===== config.mk =====
export PLATFORM = sky130hd
export DESIGN_NAME = timer_ctrl
export DESIGN_NICKNAME = d
export VERILOG_FILES = /design/src/rtl/timer_pkg.sv /design/src/rtl/tick_prescaler.sv /design/src/rtl/timer_ctrl.sv
export SDC_FILE = /design/constraint.sdc
export NUM_CORES = 1
export LEC_CHECK = 0
export ABC_CLOCK_PERIOD_IN_PS = 5100
export CAP_MARGIN = 5
export CORE_UTILIZATION = 50
export DETAILED_ROUTE_END_ITERATION = 16
export DONT_BUFFER_PORTS = 1
export PLACE_DENSITY_LB_ADDON = 0.05
export RECOVER_POWER = 100
export SLEW_MARGIN = 5
export SYNTH_ARGS = -nofsm -noshare
export SYNTH_HDL_FRONTEND = slang
export SYNTH_SLANG_ARGS = --single-unit

===== constraint.sdc =====
create_clock -name clk -period 5.1 [get_ports clk]
set_clock_uncertainty 0.1 [all_clocks]
set_input_delay 0.765 -clock clk [delete_from_list [all_inputs] [get_ports clk]]
set_output_delay 0.765 -clock clk [all_outputs]
set_load 0.02 [all_outputs]

===== src/rtl/timer_pkg.sv =====
// rtl/timer_pkg.sv - shared types, constants and digit helpers for the countdown timer controller
package timer_pkg;

  localparam int BCD_W  = 4;
  localparam int DATA_W = 3 * BCD_W;

  localparam logic [BCD_W-1:0] SEC_TENS_MAX = 4'd5;

  localparam int SEC_UNITS_LSB = 0;
  localparam int SEC_TENS_LSB  = 4;
  localparam int MIN_LSB       = 8;

  typedef enum logic [2:0] {IDLE, ENTRY, LOAD, RUN, PAUSE, DONE} state_e;

  function automatic logic [DATA_W-1:0] shift_in(input logic [DATA_W-1:0] v,
                                                 input logic [BCD_W-1:0]  d);
    logic [DATA_W-1:0] r;
    r[MIN_LSB +: BCD_W]       = v[SEC_TENS_LSB +: BCD_W];
    r[SEC_TENS_LSB +: BCD_W]  = v[SEC_UNITS_LSB +: BCD_W];
    r[SEC_UNITS_LSB +: BCD_W] = d;
    return r;
  endfunction

  function automatic logic [DATA_W-1:0] clamp_tens(input logic [DATA_W-1:0] v);
    logic [DATA_W-1:0] r;
    r = v;
    if (v[SEC_TENS_LSB +: BCD_W] > SEC_TENS_MAX) r[SEC_TENS_LSB +: BCD_W] = SEC_TENS_MAX;
    return r;
  endfunction

endpackage


===== src/rtl/tick_prescaler.sv =====
// rtl/tick_prescaler.sv - divides clk by TICK_DIV while run is high; tick is suppressed when zero is set
module tick_prescaler #(
  parameter int TICK_DIV = 100,
  parameter int TICK_W   = 7
) (
  input  logic clk,
  input  logic clrn,
  input  logic run,
  input  logic zero,
  output logic tick
);

  localparam logic [TICK_W-1:0] LAST = TICK_W'(TICK_DIV - 1);

  logic [TICK_W-1:0] count_q, count_d;
  logic              tick_q, tick_d;

  // The count only advances while run is high, so a pause keeps the tick phase.
  always_comb begin
    count_d = count_q;
    tick_d  = 1'b0;
    if (run) begin
      if (count_q == LAST) begin
        count_d = '0;
        tick_d  = !zero;
      end else begin
        count_d = count_q + TICK_W'(1);
      end
    end
  end

  always_ff @(posedge clk) begin
    if (!clrn) begin
      count_q <= '0;
      tick_q  <= 1'b0;
    end else begin
      count_q <= count_d;
      tick_q  <= tick_d;
    end
  end

  assign tick = tick_q;

endmodule


===== src/rtl/timer_ctrl.sv =====
// rtl/timer_ctrl.sv - countdown timer controller: keypad entry, load, run/pause/clear, completion
// Optional DOOR_INTERLOCK_EN adds a door_open input that pauses RUN and blocks start.
module timer_ctrl
  import timer_pkg::*;
#(
  parameter int TICK_DIV = 100,
  parameter int TICK_W   = 7
) (
  input  logic              clk,
  input  logic              clrn,
  input  logic              key_valid,
  input  logic [BCD_W-1:0]  key_digit,
  input  logic              start,
  input  logic              stop,
  input  logic              clear,
  input  logic              cnt_zero,
`ifdef DOOR_INTERLOCK_EN
  input  logic              door_open,
`endif
  output logic [DATA_W-1:0] cnt_data,
  output logic              cnt_loadn,
  output logic              cnt_clrn,
  output logic              cnt_en,
  output logic              running,
  output logic              done
);

  state_e            state_q, state_d;
  logic [DATA_W-1:0] entry_q, entry_d, cnt_data_q, cnt_data_d;
  logic              cnt_loadn_q, cnt_loadn_d, cnt_clrn_q, cnt_clrn_d;
  logic              running_q, running_d, done_q, done_d;
  logic              door, key_ok, go, abort;

`ifdef DOOR_INTERLOCK_EN
  assign door = door_open;
`else
  assign door = 1'b0;
`endif

  assign key_ok = key_valid && (key_digit <= 4'd9);
  assign go     = start && !door;

  always_comb begin
    state_d    = state_q;
    entry_d    = entry_q;
    cnt_data_d = cnt_data_q;
    abort      = 1'b0;
    unique case (state_q)
      IDLE:  if (key_ok) begin
               state_d = ENTRY;
               entry_d = shift_in(entry_q, key_digit);
             end
      ENTRY: if (clear)       state_d = IDLE;
             else if (go)     state_d = (entry_q != '0) ? LOAD : IDLE;
             else if (key_ok) entry_d = shift_in(entry_q, key_digit);
      LOAD:  state_d = RUN;
      // A zeroed chain finishes before any pause request is honoured.
      RUN:   if (clear) begin
               state_d = IDLE;
               abort   = 1'b1;
             end else if (cnt_zero)     state_d = DONE;
             else if (stop || door)     state_d = PAUSE;
      PAUSE: if (clear) begin
               state_d = IDLE;
               abort   = 1'b1;
             end else if (go) state_d = RUN;
      DONE:  if (clear) begin
               state_d = IDLE;
               abort   = 1'b1;
             end else if (start) state_d = IDLE;
      default: state_d = IDLE;
    endcase
    if (state_d == IDLE) entry_d = '0;
    if (state_d == LOAD) cnt_data_d = clamp_tens(entry_q);
    cnt_loadn_d = (state_d != LOAD);
    cnt_clrn_d  = !abort;
    running_d   = (state_d == RUN);
    done_d      = (state_d == DONE);
  end

  always_ff @(posedge clk) begin
    if (!clrn) begin
      state_q     <= IDLE;
      entry_q     <= '0;
      cnt_data_q  <= '0;
      cnt_loadn_q <= 1'b1;
      cnt_clrn_q  <= 1'b0;
      running_q   <= 1'b0;
      done_q      <= 1'b0;
    end else begin
      state_q     <= state_d;
      entry_q     <= entry_d;
      cnt_data_q  <= cnt_data_d;
      cnt_loadn_q <= cnt_loadn_d;
      cnt_clrn_q  <= cnt_clrn_d;
      running_q   <= running_d;
      done_q      <= done_d;
    end
  end

  // The prescaler restarts from zero on the edge that enters LOAD.
  tick_prescaler #(
    .TICK_DIV (TICK_DIV),
    .TICK_W   (TICK_W)
  ) u_prescaler (
    .clk  (clk),
    .clrn (clrn && (state_d != LOAD)),
    .run  (state_d == RUN),
    .zero (cnt_zero),
    .tick (cnt_en)
  );

  assign cnt_data  = cnt_data_q;
  assign cnt_loadn = cnt_loadn_q;
  assign cnt_clrn  = cnt_clrn_q;
  assign running   = running_q;
  assign done      = done_q;

endmodule

# --- After elaboration in Yosys (flattened, before gate mapping) ---
# Index checks and enable logic that the tools add are counted.
word_totals:
  word_cells: 57
  out_inout_bits: 17
  regBits: 39
  in_bits: 11
classes:
  n_bitwise: 1
  addsub: 1
  n_eq_ne: 12
  n_reduce_logical: 12
  magnitude_cmp: 2
  n_mux: 20
op_table:
  columns: ["operator", "count"]
  rows:
  - ["$mux W12", 3]
  - ["$mux W3", 10]
  - ["$pmux W12 S2", 1]
  - ["$pmux W3 S6", 1]
  - ["$eq A3 B2 Y1 const B", 4]
  - ["$reduce_bool A12 Y1", 1]
  - ["$eq A3 B3 Y1 const B", 3]
  - ["$add A7 B1 Y7 const B", 1]
  - ["$eq A7 B7 Y1 const B", 1]
  - ["$mux W7", 1]
  - ["$logic_not A3 Y1", 2]
  - ["$reduce_and A3 Y1", 2]
  - ["$gt A4 B3 Y1 const B", 1]
  - ["$le A4 B4 Y1 const B", 1]
  - ["$mux W4", 1]
  - ["$ne A2 B2 Y1 const B", 2]
  - ["$eq A3 B1 Y1 const B", 1]
  - ["$ne A3 B2 Y1 const B", 1]
  - ["$reduce_or A3 Y1", 1]
  - ["$logic_and A1 B1 Y1", 2]
  - ["$logic_not A1 Y1", 2]
  - ["$mux W1", 2]
  - ["$mux W2", 1]
  - ["$reduce_bool A2 Y1", 1]
  - ["2 further kinds", 2]

# --- Depth between registers and ports, before layout ---
# Gate-level depths: netlist of run 1.
depth:
  ltp_word: 8
  depth_mapped: 6
  ltp_nobuf: 5

# --- By module ---
# From an unflattened synthesis of run 1, not the netlist that was laid out.
unflattened:
  hier_cells: 172
  hier_area_um2: 1662.8
modules_own_cells:
  columns: ["module", "seq_area_each_um2", "area_per_inst_um2", "cells_each", "n_inst"]
  rows:
  - ["timer_ctrl", 620.6, 1280.0, 135, 1]
  - ["tick_prescaler", 160.2, 382.9, 37, 1]

# --- Worst setup path before layout of run 1 ---
# No wires, ideal clock.
synth_timing:
  path_kind: "input port to flip-flop"
  from: "in clear"
  to: "reg u_prescaler.count_q[5]"
  path_stages: 5
  arrival_time_ns: 1.912
  setup_ns: 0.080
  required_time_ns: 4.920
  n_path_buf: 1
  setup_slack_ns: 3.008
  path_cell_list: "buf_6 and4bb_4 o21bai_4 a2111o_1 a211oi_2"
synth_between:
  elab_chain_len: 4
  elab_cells_between_ends: 8
  classes_between: "eq/ne: 2; mux: 5; reduce/logical: 1"
synth_rtl:
  columns: ["element", "line", "rtl"]
  rows:
  - ["from (decl)", "timer_ctrl.sv:15", "input logic clear,"]
  - ["$mux W3 (on tied branches)", null, null]
  - ["$pmux W3 S6 (*)", "timer_ctrl.sv:48", "unique case (state_q)"]
  - ["$ne A3 B2 Y1", "timer_ctrl.sv:107", ".clrn (clrn && (state_d != LOAD)),"]
  - ["$logic_and A1 B1 Y1", "timer_ctrl.sv:107", null]
  - ["to (signal assigned)", "tick_prescaler.sv:37", "count_q <= count_d;"]
  - ["to (decl)", "tick_prescaler.sv:15", "logic [TICK_W-1:0] count_q, count_d;"]
# Every way passes the cells marked *; elsewhere a longest branch is shown, timed or not.
# A chain may end at the register's enable or synchronous reset.

# --- Worst setup path in the final report of run 1 ---
layout_timing:
  from: "in clear"
  to: "reg u_prescaler.tick_q, in the netlist u_prescaler.tick"
layout_between:
  elab_chain_len: 5
  elab_cells_between_ends: 9
  classes_between: "eq/ne: 2; mux: 5; reduce/logical: 2"
layout_rtl:
  columns: ["element", "line", "rtl"]
  rows:
  - ["$mux W3 (on tied branches)", null, null]
  - ["$pmux W3 S6 (*)", "timer_ctrl.sv:48", null]
  - ["$ne A3 B2 Y1", "timer_ctrl.sv:107", null]
  - ["$logic_and A1 B1 Y1", "timer_ctrl.sv:107", null]
  - ["$reduce_and A3 Y1 (no line) (*)", null, null]
  - ["to (signal assigned)", "tick_prescaler.sv:38", "tick_q <= tick_d;"]
  - ["to (decl)", "tick_prescaler.sv:16", "logic tick_q, tick_d;"]
# Marks and branches as above.

==> impl_results.html, run 1 <==
<table>
<tr><th>Metric</th><th>Value</th></tr>
<tr><th colspan="2">Status</th></tr>
<tr><td>Outcome</td><td>finished clean</td></tr>
<tr><th colspan="2">Timing</th></tr>
<tr><td>Final worst path period share</td><td>0.451</td></tr>
<tr><td>Final worst setup slack</td><td>2.80 ns</td></tr>
<tr><td>Max Clk Rate</td><td>435 MHz</td></tr>
<tr><td>Final slew viol count</td><td>0</td></tr>
<tr><td>Aggregate negative setup slack</td><td>0 ns</td></tr>
<tr><td>Final critical delay including setup and external delays</td><td>2.30 ns</td></tr>
<tr><td>Total count of hold-check failures in the final report</td><td>0</td></tr>
<tr><td>Setup repair after global routing missed its margin</td><td>no</td></tr>
<tr><td>Slew Limit Headroom</td><td>0.264</td></tr>
<tr><td>Setup Viol. Count Final</td><td>0</td></tr>
<tr><td>Slew at the pin closest to its max-slew limit</td><td>1.09 ns</td></tr>
<tr><th colspan="2">Synthesis</th></tr>
<tr><td>Cell area after technology mapping</td><td>1880 um2</td></tr>
<tr><td>Yosys top cell area share</td><td>0.414</td></tr>
<tr><td>Number of nets in the synthesized netlist</td><td>214</td></tr>
<tr><td>Number of unique standard cell types used by synthesis</td><td>50</td></tr>
<tr><td>Fraction of registers with async set or reset after synthesis</td><td>0</td></tr>
<tr><td>Number of enable flip-flop cells after synthesis</td><td>0</td></tr>
<tr><td>Cell count after synthesis</td><td>202</td></tr>
<tr><td>Mean instance size in the synthesized netlist</td><td>9.33 um2</td></tr>
<tr><td>Sequential element share of the synthesized area</td><td>0.414</td></tr>
<tr><td>Synth warnings</td><td>0</td></tr>
<tr><td>Top cells by area, synth</td><td>dfxtp_1 41%, mux2i_1 6.4%, a311oi_1 5.6%</td></tr>
<tr><td>Most instantiated flip-flop cell in the synthesis netlist</td><td>dfxtp_1</td></tr>
<tr><td>Register bit total from synthesis</td><td>39</td></tr>
<tr><td>Largest area contributor in the synthesized netlist</td><td>dfxtp_1</td></tr>
<tr><th colspan="2">CTS</th></tr>
<tr><td>Total setup buffers inserted after CTS</td><td>0</td></tr>
<tr><td>Buffers from clock root to sink, at most</td><td>2</td></tr>
<tr><td>Number of CTS-inserted buffers</td><td>5</td></tr>
<tr><td>Clock sink count</td><td>39</td></tr>
<tr><td>TritonCTS clock tree</td><td>built</td></tr>
<tr><td>Gates resized, CTS repair</td><td>0</td></tr>
<tr><td>Reg clk slew, reported paths</td><td>0.07 ns</td></tr>
<tr><td>Total number of H-tree levels</td><td>2</td></tr>
<tr><td>Hold-fix buffers, CTS</td><td>0</td></tr>
<tr><td>Root buffer cell</td><td>clkbuf_8</td></tr>
<tr><td>Clock insertion delay at the later pin of the skew report</td><td>0.29 ns</td></tr>
<tr><th colspan="2">Global route</th></tr>
<tr><td>Antenna violations before repair</td><td>0</td></tr>
<tr><td>Total global routing overflow</td><td>0</td></tr>
<tr><td>Pin count of the biggest net entering global routing</td><td>28</td></tr>
<tr><td>M2 GR Usage</td><td>0.314</td></tr>
<tr><td>Most Crowded Layer GR</td><td>met1</td></tr>
<tr><td>Global-route met3 utilization</td><td>0.0543</td></tr>
<tr><td>Grt met1 use</td><td>0.321</td></tr>
<tr><td>Global router's overall resource usage</td><td>0.222</td></tr>
<tr><td>Wire length of the first global-routing pass</td><td>7000 um</td></tr>
<tr><td>Via count of the first global-routing pass</td><td>1454</td></tr>
<tr><th colspan="2">Power and ir drop</th></tr>
<tr><td>Clock share of power</td><td>0.355</td></tr>
<tr><td>Part of the power in registers</td><td>0.569</td></tr>
<tr><td>Internal cell power</td><td>0.000417 W</td></tr>
<tr><td>Largest voltage drop on the vdd net</td><td>0.144 mV</td></tr>
<tr><td>Power density over the cells</td><td>285 nW/um2</td></tr>
<tr><td>Net switching share of the total power</td><td>0.247</td></tr>
<tr><td>Proportion of power drawn by combinational gates</td><td>0.077</td></tr>
<tr><td>Switching power summed over all nets</td><td>0.000137 W</td></tr>
<tr><td>Leak Pwr</td><td>0.627 nW</td></tr>
<tr><th colspan="2">Drt</th></tr>
<tr><td>DRC marker count from the first detailed-route iteration</td><td>87</td></tr>
<tr><td>Average wire length per cell after detail routing</td><td>17.1 um</td></tr>
<tr><td>Detailed-routing iteration count for the pre-antenna-repair pass</td><td>6</td></tr>
<tr><td>Avg Vias per Cell</td><td>6.52</td></tr>
<tr><td>Routed vias</td><td>1584</td></tr>
<tr><td>Wire length after detailed routing</td><td>4150 um</td></tr>
<tr><td>Antenna Nets Post-Route</td><td>0</td></tr>
<tr><td>DRC Markers</td><td>0</td></tr>
<tr><th colspan="2">Final layout</th></tr>
<tr><td>Final nets</td><td>208</td></tr>
<tr><td>Number of antenna cells inserted</td><td>0</td></tr>
<tr><td>Number of standard cells in the final layout excluding fillers</td><td>243</td></tr>
<tr><td># fillers</td><td>339</td></tr>
<tr><td>Share of final-layout standard cells stronger than drive strength 1</td><td>0.0964</td></tr>
<tr><td>Relative area change from synthesis to final layout</td><td>3.12%</td></tr>
<tr><th colspan="2">Setup path</th></tr>
<tr><td>CP Data Required Time</td><td>5.13 ns</td></tr>
<tr><td>Crit path DAT</td><td>2.33 ns</td></tr>
<tr><td>Class of the most critical setup path</td><td>in2reg</td></tr>
<tr><td>Kind of capture point of the worst setup path</td><td>flip-flop</td></tr>
<tr><td>Critical Path Source Type</td><td>input port</td></tr>
<tr><td>Maximum fanout along the worst path</td><td>11</td></tr>
<tr><th colspan="2">Placed design</th></tr>
<tr><td>Half-perimeter wire length after placement</td><td>2920 um</td></tr>
<tr><td>Setup Slack @ Placement</td><td>2.78 ns</td></tr>
<tr><td>Placed Cells incl. Taps</td><td>235</td></tr>
<tr><td>Number of input and output port buffers inserted</td><td>0</td></tr>
<tr><td>Last weighted congestion value of the routability-driven placer</td><td>0.746</td></tr>
<tr><th colspan="2">Worst hold path</th></tr>
<tr><td>Type of the worst min-delay path</td><td>reg2reg</td></tr>
<tr><th colspan="2">Run</th></tr>
<tr><td>Reported max-cap violation count</td><td>0</td></tr>
<tr><th colspan="2">Floorplan</th></tr>
<tr><td>Die height</td><td>63.4 um</td></tr>
<tr><td>Total core area</td><td>3470 um2</td></tr>
<tr><td>Top-Level Pins</td><td>28</td></tr>
<tr><td>DIE WIDTH</td><td>63.4 um</td></tr>
<tr><td>Die area</td><td>4020 um2</td></tr>
<tr><td>Row Count</td><td>21</td></tr>
<tr><td>Starting utilization of the core area</td><td>0.543</td></tr>
</table>
worst max-delay path, stage by stage:
cell,delay (ns)
and2b_2,0.19
nand3_1,0.28
o21ai_0,0.96
nor3b_1,0.12
placed cells by master (no fill, tap or decap), types with 6 or more instances in the layout:
cell type and count:
a21oi_1 16, a311oi_1 12, o21ai_0 12, nand4_1 6
a211oi_1 9, dfxtp_1 39, nand2_1 10, nand3_1 15
mux2i_1 12, nor2_1 7
sequential cells by signal, indices dropped and copies added, names as in the netlist, 3 cells and up:
signal and flops:
cnt_data 12, state_q 3, entry_q 12, u_prescaler.count_q 7
synth_stat cells (3+ instances only):
| cell type | count |
|---|---|
| a211oi_1 | 9 |
| a21oi_1 | 16 |
| a311oi_1 | 12 |
| and3_1 | 3 |
| clkbuf_1 | 6 |
| dfxtp_1 | 39 |
| mux2i_1 | 12 |
| nand2_1 | 9 |
| nand2b_1 | 3 |
| nand3_1 | 15 |
| nand4_1 | 5 |
| nor2_1 | 7 |
| nor2b_1 | 4 |
| nor3_1 | 3 |
| nor3b_1 | 3 |
| nor4_1 | 3 |
| o21ai_0 | 11 |
kinds of logic (layout without fill, tap and decap cells):
kind of cell / count (synthesis) / in the layout / share of synthesized area
AOI/OAI and AO/OA: 67 / 67 / 0.256
muxes: 12 / 12 / 0.0637
adders and majority gates: 1 / 1 / 0.00664
DFF: 39 / 39 / 0.414
buffers and inverters: 15 / 10 / 0.0438
and+or+nand+nor: 68 / 68 / 0.216
metal layers:
metal,wire [um],vias up
li1,-,770
met2,1740,49
met4,59,0
met1,2090,758
met3,256,7
met5,0,-
layout make-up:
class                   instances  area (um2)  area share
multi-input cells             148        1010       0.521
flip-flops and latches         39         781       0.402
clock buffers                   6        72.6      0.0373
well taps                      46        57.6      0.0296
clock inverters                 2        12.5     0.00644
inverters                       2        7.51     0.00386
per-stage QoR:
step | cell area [um2] | power (W) | utilization | hold WS [ns]
after CTS | 1950 | 0.000563 | 0.563 | 0.400
after global placement | 1870 | 0.000363 | 0.538 | 0.386
final | 1940 | 0.000554 | 0.560 | 0.400
after detailed placement | 1870 | 0.000365 | 0.538 | 0.389
after floorplan | 1880 | 0.000361 | - | 0.356
after global routing | 1940 | 0.000579 | 0.560 | 0.416
path summary, 6_finish.rpt:
kind / from / endpoint / slack, ns / depth (start not counted)
worst max-delay path: clear / u_prescaler.tick / 2.80 / 4
worst min-delay path: u_prescaler.count_q[6] / u_prescaler.count_q[6] / 0.40 / 2
worst max register to register: state_q[0] / u_prescaler.tick / 2.82 / 3
worst min register to register: u_prescaler.count_q[6] / u_prescaler.count_q[6] / 0.40 / 2
power groups by stage:
| stage | Combinational [W] | Sequential (W) | Clock, W |
|---|---|---|---|
| 2_1_floorplan | 0.0000416 | 0.000319 | 0 |
| 3_3_place_gp | 0.0000413 | 0.000322 | 0 |
| 3_5_place_dp | 0.0000429 | 0.000322 | 0 |
| 4_1_cts | 0.0000430 | 0.000315 | 0.000205 |
| 5_1_grt | 0.0000467 | 0.000316 | 0.000216 |
| 6_report | 0.0000424 | 0.000315 | 0.000196 |
(Power assumes the default switching activity.)
==> inputs of run 2 (changes only) <==
--- a/config.mk
+++ b/config.mk
@@ -5,7 +5,7 @@
 export SDC_FILE = /design/constraint.sdc
 export NUM_CORES = 1
 export LEC_CHECK = 0
-export ABC_CLOCK_PERIOD_IN_PS = 5100
+export ABC_CLOCK_PERIOD_IN_PS = 2400
 export CAP_MARGIN = 5
 export CORE_UTILIZATION = 50
 export DETAILED_ROUTE_END_ITERATION = 16
==> constraint.sdc (replaced) <==
create_clock -name clk -period 2.4 [get_ports clk]
set_clock_uncertainty 0.1 [all_clocks]
set_input_delay 0.36 -clock clk [delete_from_list [all_inputs] [get_ports clk]]
set_output_delay 0.36 -clock clk [all_outputs]
set_load 0.02 [all_outputs]
==> run 2 against run 1 <==
Register-to-register slack got worse by 2.5 ns. Final cell count rose by 0.82%. Routed wire length shrank 0.41%. Combinational power grew 110%. Sequential share of layout area is 0.18 points lower. Cell area grew 0.45%. Highest routed layer unchanged. Largest power group unchanged. Sequential power grew 110%. First-iteration DRC count grew 25%. Die area is the same. Critical path depth unchanged.
==> impl_results.html, run 2 (synthesized netlist as in run 1, its figures left out) <==
<table>
<tr><th>Metric</th><th>Value</th></tr>
<tr><th colspan="2">Power and ir drop</th></tr>
<tr><td>Largest voltage drop on the vdd net</td><td>0.509 mV (+250%)</td></tr>
<tr><td>Power density over the cells</td><td>610 nW/um2 (+110%)</td></tr>
<tr><td>Leak Pwr</td><td>0.638 nW (+1.8%)</td></tr>
<tr><th colspan="2">CTS</th></tr>
<tr><td>Root buffer cell</td><td>clkbuf_8</td></tr>
<tr><td>Buffers from clock root to sink, at most</td><td>2 (unchanged)</td></tr>
<tr><td>Hold-fix buffers, CTS</td><td>0 (unchanged)</td></tr>
<tr><td>Clock insertion delay at the later pin of the skew report</td><td>0.29 ns (about the same)</td></tr>
<tr><td>TritonCTS clock tree</td><td>built</td></tr>
<tr><td>Total number of H-tree levels</td><td>2 (unchanged)</td></tr>
<tr><td>Gates resized, CTS repair</td><td>0 (unchanged)</td></tr>
<tr><td>Number of CTS-inserted buffers</td><td>5 (unchanged)</td></tr>
<tr><td>Clock sink count</td><td>39 (unchanged)</td></tr>
<tr><td>Total setup buffers inserted after CTS</td><td>0 (unchanged)</td></tr>
<tr><td>Reg clk slew, reported paths</td><td>0.08 ns (about the same)</td></tr>
<tr><th colspan="2">Setup path</th></tr>
<tr><td>Class of the most critical setup path</td><td>reg2reg</td></tr>
<tr><td>Kind of capture point of the worst setup path</td><td>flip-flop</td></tr>
<tr><td>Maximum fanout along the worst path</td><td>15 (+4)</td></tr>
<tr><td>Crit path DAT</td><td>2.12 ns (-0.21 ns)</td></tr>
<tr><td>CP Data Required Time</td><td>2.41 ns (-2.72 ns)</td></tr>
<tr><td>Cell count of the worst reg-to-reg path</td><td>4 (+1)</td></tr>
<tr><td>Critical Path Source Type</td><td>flip-flop</td></tr>
<tr><th colspan="2">Global route</th></tr>
<tr><td>Pin count of the biggest net entering global routing</td><td>28 (unchanged)</td></tr>
<tr><td>Wire length of the first global-routing pass</td><td>7110 um (+1.6%)</td></tr>
<tr><td>Antenna violations before repair</td><td>0 (unchanged)</td></tr>
<tr><td>Global router's overall resource usage</td><td>0.228 (+0.00658)</td></tr>
<tr><td>Total global routing overflow</td><td>0 (unchanged)</td></tr>
<tr><td>Via count of the first global-routing pass</td><td>1488 (+2.3%)</td></tr>
<tr><th colspan="2">Timing</th></tr>
<tr><td>Slew at the pin closest to its max-slew limit</td><td>1.11 ns (+0.0223 ns)</td></tr>
<tr><td>Max Clk Rate</td><td>475 MHz</td></tr>
<tr><td>Final critical delay including setup and external delays</td><td>2.11 ns</td></tr>
<tr><td>Final worst setup slack</td><td>0.293 ns (-2.51 ns)</td></tr>
<tr><td>Setup Viol. Count Final</td><td>0 (unchanged)</td></tr>
<tr><td>Setup repair after global routing missed its margin</td><td>no</td></tr>
<tr><td>Final worst path period share</td><td>0.878</td></tr>
<tr><td>Slew Limit Headroom</td><td>0.257 (-0.00717)</td></tr>
<tr><td>Total count of hold-check failures in the final report</td><td>0 (unchanged)</td></tr>
<tr><td>Aggregate negative setup slack</td><td>0 ns (unchanged)</td></tr>
<tr><td>Final slew viol count</td><td>0 (unchanged)</td></tr>
<tr><th colspan="2">Floorplan</th></tr>
<tr><td>Row Count</td><td>21 (unchanged)</td></tr>
<tr><td>Die height</td><td>63.4 um (unchanged)</td></tr>
<tr><td>DIE WIDTH</td><td>63.4 um (unchanged)</td></tr>
<tr><td>Starting utilization of the core area</td><td>0.543 (unchanged)</td></tr>
<tr><td>Total core area</td><td>3470 um2 (unchanged)</td></tr>
<tr><td>Die area</td><td>4020 um2 (unchanged)</td></tr>
<tr><td>Top-Level Pins</td><td>28 (unchanged)</td></tr>
<tr><th colspan="2">Placed design</th></tr>
<tr><td>Setup Slack @ Placement</td><td>0.377 ns (-2.40 ns)</td></tr>
<tr><td>Number of input and output port buffers inserted</td><td>0 (unchanged)</td></tr>
<tr><td>Half-perimeter wire length after placement</td><td>2980 um (+1.9%)</td></tr>
<tr><td>Last weighted congestion value of the routability-driven placer</td><td>0.781 (+4.7%)</td></tr>
<tr><th colspan="2">Drt</th></tr>
<tr><td>Detailed-routing iteration count for the pre-antenna-repair pass</td><td>4 (-2)</td></tr>
<tr><td>Average wire length per cell after detail routing</td><td>16.9 um (-1.2%)</td></tr>
<tr><td>Avg Vias per Cell</td><td>6.53 (+0.12%)</td></tr>
<tr><td>DRC marker count from the first detailed-route iteration</td><td>109 (+25%)</td></tr>
<tr><td>Antenna Nets Post-Route</td><td>0 (unchanged)</td></tr>
<tr><td>Routed vias</td><td>1599 (+0.95%)</td></tr>
<tr><td>DRC Markers</td><td>0 (unchanged)</td></tr>
<tr><td>Wire length after detailed routing</td><td>4130 um (-0.41%)</td></tr>
<tr><th colspan="2">Final layout</th></tr>
<tr><td>Relative area change from synthesis to final layout</td><td>3.59%</td></tr>
<tr><td>Share of final-layout standard cells stronger than drive strength 1</td><td>0.0955 (-0.000969)</td></tr>
<tr><td>Final nets</td><td>210 (+0.96%)</td></tr>
<tr><td>Number of antenna cells inserted</td><td>0 (unchanged)</td></tr>
<tr><td>Most frequent standard cell in the layout excluding fill and tap cells</td><td>dfxtp_1</td></tr>
<tr><td>Most frequent cells in the layout</td><td>39 x dfxtp_1, 16 x a21oi_1, 15 x nand3_1</td></tr>
<tr><th colspan="2">Worst hold path</th></tr>
<tr><td>Hold Path Cell Cnt</td><td>1 (-1)</td></tr>
<tr><td>Type of the worst min-delay path</td><td>in2reg</td></tr>
<tr><th colspan="2">Run</th></tr>
<tr><td>Reported max-cap violation count</td><td>0 (unchanged)</td></tr>
<tr><th colspan="2">Status</th></tr>
<tr><td>Outcome</td><td>finished clean</td></tr>
</table>
[run 2: layout make-up]
cell class	count	area, um2
clock buffers	6	72.6
clock inverters	2	12.5
fillers	340	1520
inverters	2	7.51
multi-input cells	148	1010
flip-flops and latches	39	781
well taps	46	57.6
repair buffers	2	15.0
[run 2: where the power goes]
| part | switching [W] | total, W | internal, W |
|---|---|---|---|
| sequential | 0.0000147 | 0.000669 | 0.000654 |
| clock | 0.000227 | 0.000430 | 0.000203 |
| combinational | 0.0000605 | 0.0000910 | 0.0000305 |
[run 2: per-layer routing]
layer,vias up,wire (um),GRT usage,part of all wire
li1,772,-,-,-
met1,768,2100,0.338,0.51
met2,52,1660,0.302,0.40
met3,7,316,0.0670,0.077
met4,0,55,0.0938,0.013
met5,-,0,0,0
[run 2: worst max-delay path, cell delays in order, from the launching register on]
cell and delay, ns:
dfxtp_1 0.36, nor4_1 0.34, nand4_1 0.40, nand2_1 0.54, a311oi_1 0.18
[run 2: per-stage QoR]
stage	total power (W)	cells	utilization	hold WS (ns)	cell area (um2)
after global placement	0.000772	237	0.543	0.333	1880
after floorplan	0.000766	202	-	0.322	1880
after CTS	0.00120	245	0.567	0.0316	1970
after global routing	0.00125	245	0.563	0.0214	1950
after detailed placement	0.000777	237	0.543	0.334	1880
final	0.00119	245	0.563	0.0364	1950
[run 2: path summary, 6_finish.rpt]
check        startpoint          end  slack, ns
max          entry_q[1]   entry_q[8]       0.29
min                clrn    cnt_loadn       0.04
max reg2reg  entry_q[1]   entry_q[8]       0.29
min reg2reg  entry_q[8]  cnt_data[8]       0.41
